--- src/rtl/segasys1_sndcmd_ioctl.sv ---
// Main-CPU I/O write decoder for SYS1/SYS2: video-mode latch plus a sound-command FIFO
// acknowledged one entry at a time by the sound CPU latch read.
module segasys1_sndcmd_ioctl #(
  parameter int unsigned DW         = 8,
  parameter int unsigned DEPTH_LOG2 = 2,
  parameter int unsigned PPI_MODE   = 0
) (
  input  logic                  CLK48M,
  input  logic                  RESET,
  input  logic [4:0]            CPUAD,
  input  logic [DW-1:0]         CPUDO,
  input  logic                  IOWR,
  input  logic                  SNDRD,
  output logic [DW-1:0]         SNDDO,
  output logic                  SNDRQ,
  output logic [DW-1:0]         VIDMD,
  output logic                  FULL,
  output logic                  OVF,
  output logic [DEPTH_LOG2:0]   COUNT
);

  localparam int unsigned DEPTH = 1 << DEPTH_LOG2;
  localparam int unsigned CW    = DEPTH_LOG2 + 1;
  localparam int unsigned PW    = DEPTH_LOG2;

  localparam logic [4:0] PIO_CMD = 5'h18;
  localparam logic [4:0] PIO_VID = 5'h19;
  localparam logic [4:0] PPI_STG = 5'h10;
  localparam logic [4:0] PPI_VID = 5'h11;
  localparam logic [4:0] PPI_CTL = 5'h12;

  logic          iowr_q;
  logic          sndrd_q;
  logic [DW-1:0] vidmd;
  logic [DW-1:0] staged;
  logic          bit7hist;
  logic [PW-1:0] wrptr;
  logic [PW-1:0] rdptr;
  logic [CW-1:0] count;
  logic          ovf;
  logic          sndrq;
  logic          full;
  logic [DW-1:0] snddo;
  logic [DW-1:0] mem [DEPTH];

  logic          wr_ev_c;
  logic          pop_ev_c;
  logic          vid_we_c;
  logic          stg_we_c;
  logic          b7_we_c;
  logic          push_c;
  logic [DW-1:0] push_data_c;
  logic          full_c;
  logic          do_pop_c;
  logic          do_push_c;
  logic          ovf_set_c;
  logic [CW-1:0] count_nxt_c;
  logic [PW-1:0] rdptr_nxt_c;
  logic [DW-1:0] head_nxt_c;

  assign wr_ev_c  = IOWR & ~iowr_q;
  assign pop_ev_c = SNDRD & ~sndrd_q;

  // Address decode: one target per write event
  always_comb begin
    vid_we_c    = 1'b0;
    stg_we_c    = 1'b0;
    b7_we_c     = 1'b0;
    push_c      = 1'b0;
    push_data_c = CPUDO;
    if (wr_ev_c) begin
      if (PPI_MODE == 0) begin
        if (CPUAD == PIO_VID) vid_we_c = 1'b1;
        if (CPUAD == PIO_CMD) push_c   = 1'b1;
      end else begin
        push_data_c = staged;
        if (CPUAD == PPI_STG) stg_we_c = 1'b1;
        if (CPUAD == PPI_VID) vid_we_c = 1'b1;
        if (CPUAD == PPI_CTL) begin
          b7_we_c = 1'b1;
          push_c  = CPUDO[7] & ~bit7hist;
        end
      end
    end
  end

  // A pop frees a slot in the same cycle, so a full FIFO still accepts a coincident push
  always_comb begin
    full_c      = (count == CW'(DEPTH));
    do_pop_c    = pop_ev_c & (count != '0);
    do_push_c   = push_c & (~full_c | do_pop_c);
    ovf_set_c   = push_c & full_c & ~do_pop_c;
    count_nxt_c = count + CW'(do_push_c) - CW'(do_pop_c);
    rdptr_nxt_c = rdptr + PW'(do_pop_c);
    head_nxt_c  = (do_push_c && (wrptr == rdptr_nxt_c)) ? push_data_c : mem[rdptr_nxt_c];
  end

  always_ff @(posedge CLK48M) begin
    if (do_push_c) mem[wrptr] <= push_data_c;
  end

  always_ff @(posedge CLK48M) begin
    if (RESET) begin
      iowr_q   <= 1'b1;
      sndrd_q  <= 1'b1;
      vidmd    <= '0;
      staged   <= '0;
      bit7hist <= 1'b0;
      wrptr    <= '0;
      rdptr    <= '0;
      count    <= '0;
      ovf      <= 1'b0;
      sndrq    <= 1'b0;
      full     <= 1'b0;
      snddo    <= '1;
    end else begin
      iowr_q  <= IOWR;
      sndrd_q <= SNDRD;
      if (vid_we_c) vidmd    <= CPUDO;
      if (stg_we_c) staged   <= CPUDO;
      if (b7_we_c)  bit7hist <= CPUDO[7];
      if (do_push_c) wrptr <= wrptr + PW'(1);
      rdptr <= rdptr_nxt_c;
      count <= count_nxt_c;
      if (ovf_set_c) ovf <= 1'b1;
      sndrq <= (count_nxt_c != '0);
      full  <= (count_nxt_c == CW'(DEPTH));
      snddo <= (count_nxt_c != '0) ? head_nxt_c : '1;
    end
  end

  assign SNDDO = snddo;
  assign SNDRQ = sndrq;
  assign VIDMD = vidmd;
  assign FULL  = full;
  assign OVF   = ovf;
  assign COUNT = count;

endmodule

--- config.mk ---
export PLATFORM = sky130hd
export DESIGN_NAME = segasys1_sndcmd_ioctl
export DESIGN_NICKNAME = d
export VERILOG_FILES = /design/src/rtl/segasys1_sndcmd_ioctl.sv
export SDC_FILE = /design/constraint.sdc
export NUM_CORES = 1
export LEC_CHECK = 0
export ABC_AREA = 1
export BUFFER_PORTS_ARGS = -buffer_cell sky130_fd_sc_hd__buf_2
export CAP_MARGIN = 10
export CELL_PAD_IN_SITES_DETAIL_PLACEMENT = 1
export CELL_PAD_IN_SITES_GLOBAL_PLACEMENT = 1
export CORE_ASPECT_RATIO = 0.5
export CORE_MARGIN = 2
export CORE_UTILIZATION = 40
export DETAILED_ROUTE_END_ITERATION = 10
export GPL_TIMING_DRIVEN = 0
export PLACE_DENSITY = 0.73
export SLEW_MARGIN = 25
export SYNTH_ARGS = -nofsm -noshare
export SYNTH_HDL_FRONTEND = slang
export SYNTH_SLANG_ARGS = --single-unit
--- constraint.sdc ---
create_clock -name CLK48M -period 8.1 [get_ports CLK48M]
set_clock_uncertainty 0.15 [all_clocks]
set_input_delay 0.81 -clock CLK48M [delete_from_list [all_inputs] [get_ports CLK48M]]
set_output_delay 0.81 -clock CLK48M [all_outputs]
set_load 0.05 [all_outputs]
==> results of run 1 <==
cell families after synthesis:
family / after synthesis / synth area share, %
DFF: 60 / 60.6
buffers and inverters: 30 / 5.68
adders and majority gates: 8 / 4.28
AOI/OAI and AO/OA: 26 / 5.33
xor gates and xnor gates: 1 / 0.349
and+or+nand+nor: 128 / 23.8
per-layer routing:
layer	global-route usage, %	vias up	wire length [um]
met1	26.0	929	2970
li1	-	925	-
met2	37.0	40	3210
met5	0	-	0
met4	6.46	0	69
met3	6.69	10	312
worst paths after layout:
path | from | end | slack, ns
worst max-delay path | CPUAD[2] | SNDDO[3] | 4.88
worst min-delay path | OVF | OVF | 0.32
worst min register to register | OVF | OVF | 0.32
worst max register to register | COUNT[1] | SNDDO[3] | 5.09
state kept, by name (all words and copies together), names as in the netlist:
name     count
FULL         1
mem         32
rdptr        2
SNDDO        8
wrptr        2
COUNT        3
sndrd_q      1
SNDRQ        1
iowr_q       1
VIDMD        8
OVF          1
worst max-delay path, cell delays in order:
cell and delay [ns]:
buf_2 0.11, nor2_2 0.11, nand4_2 0.15, nor2_4 0.20, inv_1 0.16, ha_1 0.32
inv_1 0.06, ha_1 0.13, inv_1 0.05, fa_1 0.37, xnor2_1 0.18, inv_1 0.06
nand2_1 0.06, nand3_1 0.13, nand2_2 0.23, nand3_1 0.13
cells in the mapped netlist, types with 2 or more instances:
library cell | n | area [um2]
or2_2 | 7 | 43.8
buf_6 | 3 | 33.8
o21ai_1 | 2 | 10.0
nor2_4 | 2 | 22.5
inv_1 | 22 | 82.6
nand2_2 | 6 | 37.5
nor3_1 | 2 | 10.0
edfxtp_1 | 32 | 961
or2_0 | 2 | 12.5
ha_1 | 7 | 87.6
nand2_1 | 53 | 199
nor2_2 | 2 | 12.5
buf_2 | 2 | 10.0
o21ai_0 | 22 | 110
nor2_1 | 32 | 120
nand3_1 | 18 | 90.1
dfxtp_1 | 28 | 561
metrics by stage:
step | std cells | power [mW] | hold slack, ns
after CTS | 395 | 0.753 | 0.328
after global routing | 395 | 0.769 | 0.356
after floorplan | 253 | 0.339 | 0.347
after detailed placement | 379 | 0.351 | 0.314
after global placement | 379 | 0.350 | 0.298
final | 395 | 0.747 | 0.316
power by group through the flow:
| stage | Sequential, mW | Clock (mW) | Combinational, mW |
|---|---|---|---|
| final | 0.323 | 0.403 | 0.0221 |
| after global routing | 0.322 | 0.422 | 0.0242 |
| after CTS | 0.323 | 0.408 | 0.0222 |
| after detailed placement | 0.329 | 0 | 0.0219 |
| after global placement | 0.329 | 0 | 0.0211 |
| after floorplan | 0.332 | 0 | 0.00711 |
cell type report:
type	count	area [um2]
inverter	24	95.1
buffer	6	47.5
multi-input combinational	163	848
clock inverter	6	77.6
timing repair buffer	38	190
tap	88	110
fill	717	2950
sequential	60	1520
clock buffer	10	239
==> flow_metrics.tcl, run 1 <==
set metrics [dict create \
    outcome "completed" \
    vias 1904 \
    grt_setup_unrepaired "no" \
    die_h_um 60.0 \
    yosysUniqueCellTypes 28 \
    start_util_pct 41.3 \
    track_usage_pct 21.3 \
    worstMarginPinSlew_ns 0.936 \
    setup_viol 0 \
    final_cell_mix "nand2_1, buf_2, nor2_1, edfxtp_1, dfxtp_1" \
    p_sw_uw 145 \
    layout-drive-gt1-share_pct 26.1 \
    p_leak_nw 1.35 \
    post_cts_resized 0 \
    antenna_left 0 \
    seq_power_share_pct 43.2 \
    swShare_pct 19.4 \
    design_area_um2 3130 \
    crit_required_ns 8.14 \
    drv_slew 0 \
    path_clk_slew_ns 0.05 \
    netlist_area_um2 2510 \
    critical_path_class "primary input to flip-flop" \
    placed_area_um2 2810 \
    numCtsBuffers 9 \
    finalHoldViolations 0 \
    n_antenna_cell 0 \
    grt_pass1_vias 1958 \
    fin_util_pct 51.5 \
    clk_path_buf_depth 2 \
    rows 20 \
    synth_ff_type "edfxtp_1" \
    fmax_ghz 0.311 \
    cts.sinks 60 \
    grt-ovfl-total 0 \
    routabilityCongestion 0.755 \
    yosysSeqAreaShare_pct 60.6 \
    avgRoutedWirePerCell_um 16.6 \
    clock_latency_ns 0.32 \
    crit_path_end_kind "flip-flop" \
    slew_headroom_pct 37.4 \
    design.core.area_um2 6080 \
    post_drt_via_cell_ratio 4.82 \
    yosysWarningCount 0 \
    dieWidth_um 116 \
    hold_path_class "flip-flop to flip-flop" \
    cts.htree.levels 3 \
    reg2reg_depth 16 \
    cp_max_fo 9 \
    max-vdd-ir-drop_v 0.0000969 \
    wl_um 6560 \
    cts_hold_buffers 0 \
    fin_ws_ns 4.88 \
    clkPwrFrac_pct 53.9 \
    internal_power_uw 602 \
    p_per_area_nw_per_um2 239 \
    grt_max_degree 11 \
    start_kind "primary input" \
    port_buffers 38 \
    cts_setup_buffers 0 \
    hold_depth 2 \
    critPathArrivalTime_ns 3.26 \
    cap_violations 0 \
    fp.dieArea_um2 6970 \
    drc 0 \
    dp_slack_ns 4.55 \
    first_iter_violations 109 \
    fin_nets 327 \
    root_buffer "clkbuf_16" \
    synth_area_per_cell_um2 9.93 \
    final_common_cell "nand2_1" \
    ios 39 \
    drtPass1Iterations 4 \
    grt_pass1_wl_um 10400 \
    syn_to_final_growth_pct 24.6 \
    syn_inst 253 \
    fin_crit_sh_pct 39.7 \
    synth_edf_count 32 \
    grt_antenna_before_repair 0 \
    synth_fp_nets 278 \
    cts_tree "yes" \
    hpwl_um 4350 \
    setup-tns-final_ns 0 \
    synthArstFlopShare_pct 0 \
    finalCriticalPeriod_ns 3.22 \
    power_frac_comb_pct 3.0 \
    ys_ff_latch 60 \
]
Power figures use the tool's default switching activity.
==> run 2, diff against run 1 <==
CORE_UTILIZATION = 39   (was 40)
PLACE_DENSITY = 0.74   (was 0.73)
clock period = 2.9 ns   (was 8.1 ns; I/O delays follow)
==> run 2 against run 1 <==
Net effect: global-route usage fell by 1.9 points; sequential share of layout area fell by 0.096 points; largest power group unchanged; cell count rose by 0.25%; die area rose by 2.4%; power rose to 2.7 times the previous value; core utilization fell by 0.49 points; critical path depth fell by 1; routed wire length rose by 0.88%; combinational power rose to 2.8 times the previous value; largest cell class unchanged.
==> flow_metrics.tcl, run 2 (synthesis results as in run 1) <==
set metrics [dict create \
    crit_path_end_kind "flip-flop" \
    vias 1928 \
    grt_pass1_wl_um 9960 \
    cts_tree "yes" \
    critPathArrivalTime_ns 2.84 \
    port_buffers 38 \
    ios 39 \
    cts.sinks 60 \
    hpwl_um 4360 \
    routabilityCongestion 0.763 \
    cap_violations 0 \
    drc 0 \
    numCtsBuffers 9 \
    fmax_ghz 0.358 \
    grt_antenna_before_repair 0 \
    crit_path_max_incr_delay_ns 0.40 \
    largest_register_ffs 32 \
    path_clk_slew_ns 0.05 \
    critical_path_class "flip-flop to flip-flop" \
    path_buf_inv 4 \
    fin_crit_sh_pct 96.3 \
    syn_to_final_growth_pct 24.9 \
    p_leak_nw 1.35 \
    design.core.area_um2 6160 \
    fin_nets 329 \
    placed_area_um2 2810 \
    track_usage_pct 19.4 \
    root_buffer "clkbuf_16" \
    rows 20 \
    finalCriticalPeriod_ns 2.79 \
    finalHoldViolations 0 \
    final_common_cell "nand2_1" \
    drv_slew 0 \
    max-vdd-ir-drop_v 0.000261 \
    ff_latch_area_um2 1520 \
    hold_path_class "primary input to flip-flop" \
    slew_headroom_pct 43.4 \
    first_iter_violations 65 \
    die_h_um 60.8 \
    drtPass1Iterations 4 \
    design_area_um2 3140 \
    cp_max_fo 5 \
    p_per_area_nw_per_um2 637 \
    top_register "mem" \
    grt_max_degree 11 \
    clock_latency_ns 0.33 \
    crit_slowest_cell "fa_1" \
    clk_path_buf_depth 2 \
    worstMarginPinSlew_ns 0.846 \
    fin_util_pct 51.0 \
    path_cells "nor2_2, nand4_2, nor2_4, inv_2, ha_1, inv_1, ha_1, inv_1, fa_1, xnor2_2, inv_1, nand2_1, nand3_4, nand2_4, nand3_1" \
    fp.dieArea_um2 7140 \
    dp_slack_ns -0.119 \
    outcome "completed" \
    wl_um 6620 \
    final_cell_mix "nand2_1, buf_2, nor2_1, edfxtp_1, dfxtp_1" \
    start_util_pct 40.8 \
    grt-ovfl-total 0 \
    antenna_left 0 \
    critPathTopFamily "simple AND/OR/NAND/NOR gates" \
    start_kind "flip-flop" \
    fin_ws_ns 0.108 \
    crit_required_ns 2.95 \
    setup_viol 0 \
    cts.htree.levels 3 \
    fillers 720 \
    grt_pass1_vias 1948 \
    layout-drive-gt1-share_pct 27.3 \
    post_drt_via_cell_ratio 4.87 \
    avgRoutedWirePerCell_um 16.7 \
    path_common_cell "inv_1" \
    multi_input_area_um2 880 \
    hold_ws_ns 0.0166 \
    n_antenna_cell 0 \
    p_total_mw 2.00 \
    dieWidth_um 118 \
]
[run 2: worst register-to-register path: stages (launching register included)]
cell and delay [ns]:
dfxtp_1 0.31, nor2_2 0.14, nand4_2 0.16, nor2_4 0.16
inv_2 0.07, ha_1 0.31, inv_1 0.08, ha_1 0.14
inv_1 0.05, fa_1 0.40, xnor2_2 0.16, inv_1 0.06
nand2_1 0.09, nand3_4 0.12, nand2_4 0.15, nand3_1 0.12
[run 2: report_power, final]
part | switching, mW | leakage (nW) | internal, mW | total [mW]
Sequential | 0.00218 | 0.515 | 0.899 | 0.901
Combinational | 0.0441 | 0.692 | 0.0187 | 0.0628
Clock | 0.355 | 0.140 | 0.679 | 1.03
[run 2: per-stage QoR]
step                setup TNS (ns)  instances
CTS                              0        395
global placement            -0.229        379
floorplan                        0        253
finish                           0        396
detailed placement          -0.906        379
global route                -0.111        396
[run 2: layout make-up]
| class | instances | share of cell area [%] |
|---|---|---|
| Multi-Input combinational cell | 164 | 28.0 |
| Tap cell | 88 | 3.51 |
| Buffer | 6 | 1.52 |
| Clock inverter | 3 | 1.24 |
| Inverter | 24 | 3.03 |
| Sequential cell | 60 | 48.5 |
| Clock buffer | 12 | 7.85 |
| Timing Repair Buffer | 39 | 6.30 |
[run 2: timing repair]
| item | 4_1_cts | 5_1_grt |
|---|---|---|
| hold buffers | 0 | 0 |
| setup buffers | 1 | 0 |
| resized for setup | 1 | 4 |
| setup endpoints to repair | 8 | 8 |
| gates cloned | 0 | 1 |
| pin swaps | 1 | 1 |
[run 2: path summary, 6_finish.rpt]
| check | startpoint | endpoint | slack, ns | cells after the start |
|---|---|---|---|---|
| max | iowr_q | SNDDO[3] | 0.11 | 15 |
| max reg2reg | iowr_q | SNDDO[3] | 0.11 | 15 |
| min | SNDRD | sndrd_q | 0.02 | 3 |
| min reg2reg | VIDMD[0] | VIDMD[0] | 0.33 | 2 |
[run 2: layer usage]
metal / wire, um / vias to the layer above / global-route usage (%)
li1: - / 924 / -
met3: 334 / 18 / 6.48
met5: 0 / - / 0
met1: 2920 / 930 / 22.2
met2: 3220 / 56 / 34.0
met4: 152 / 0 / 10.5
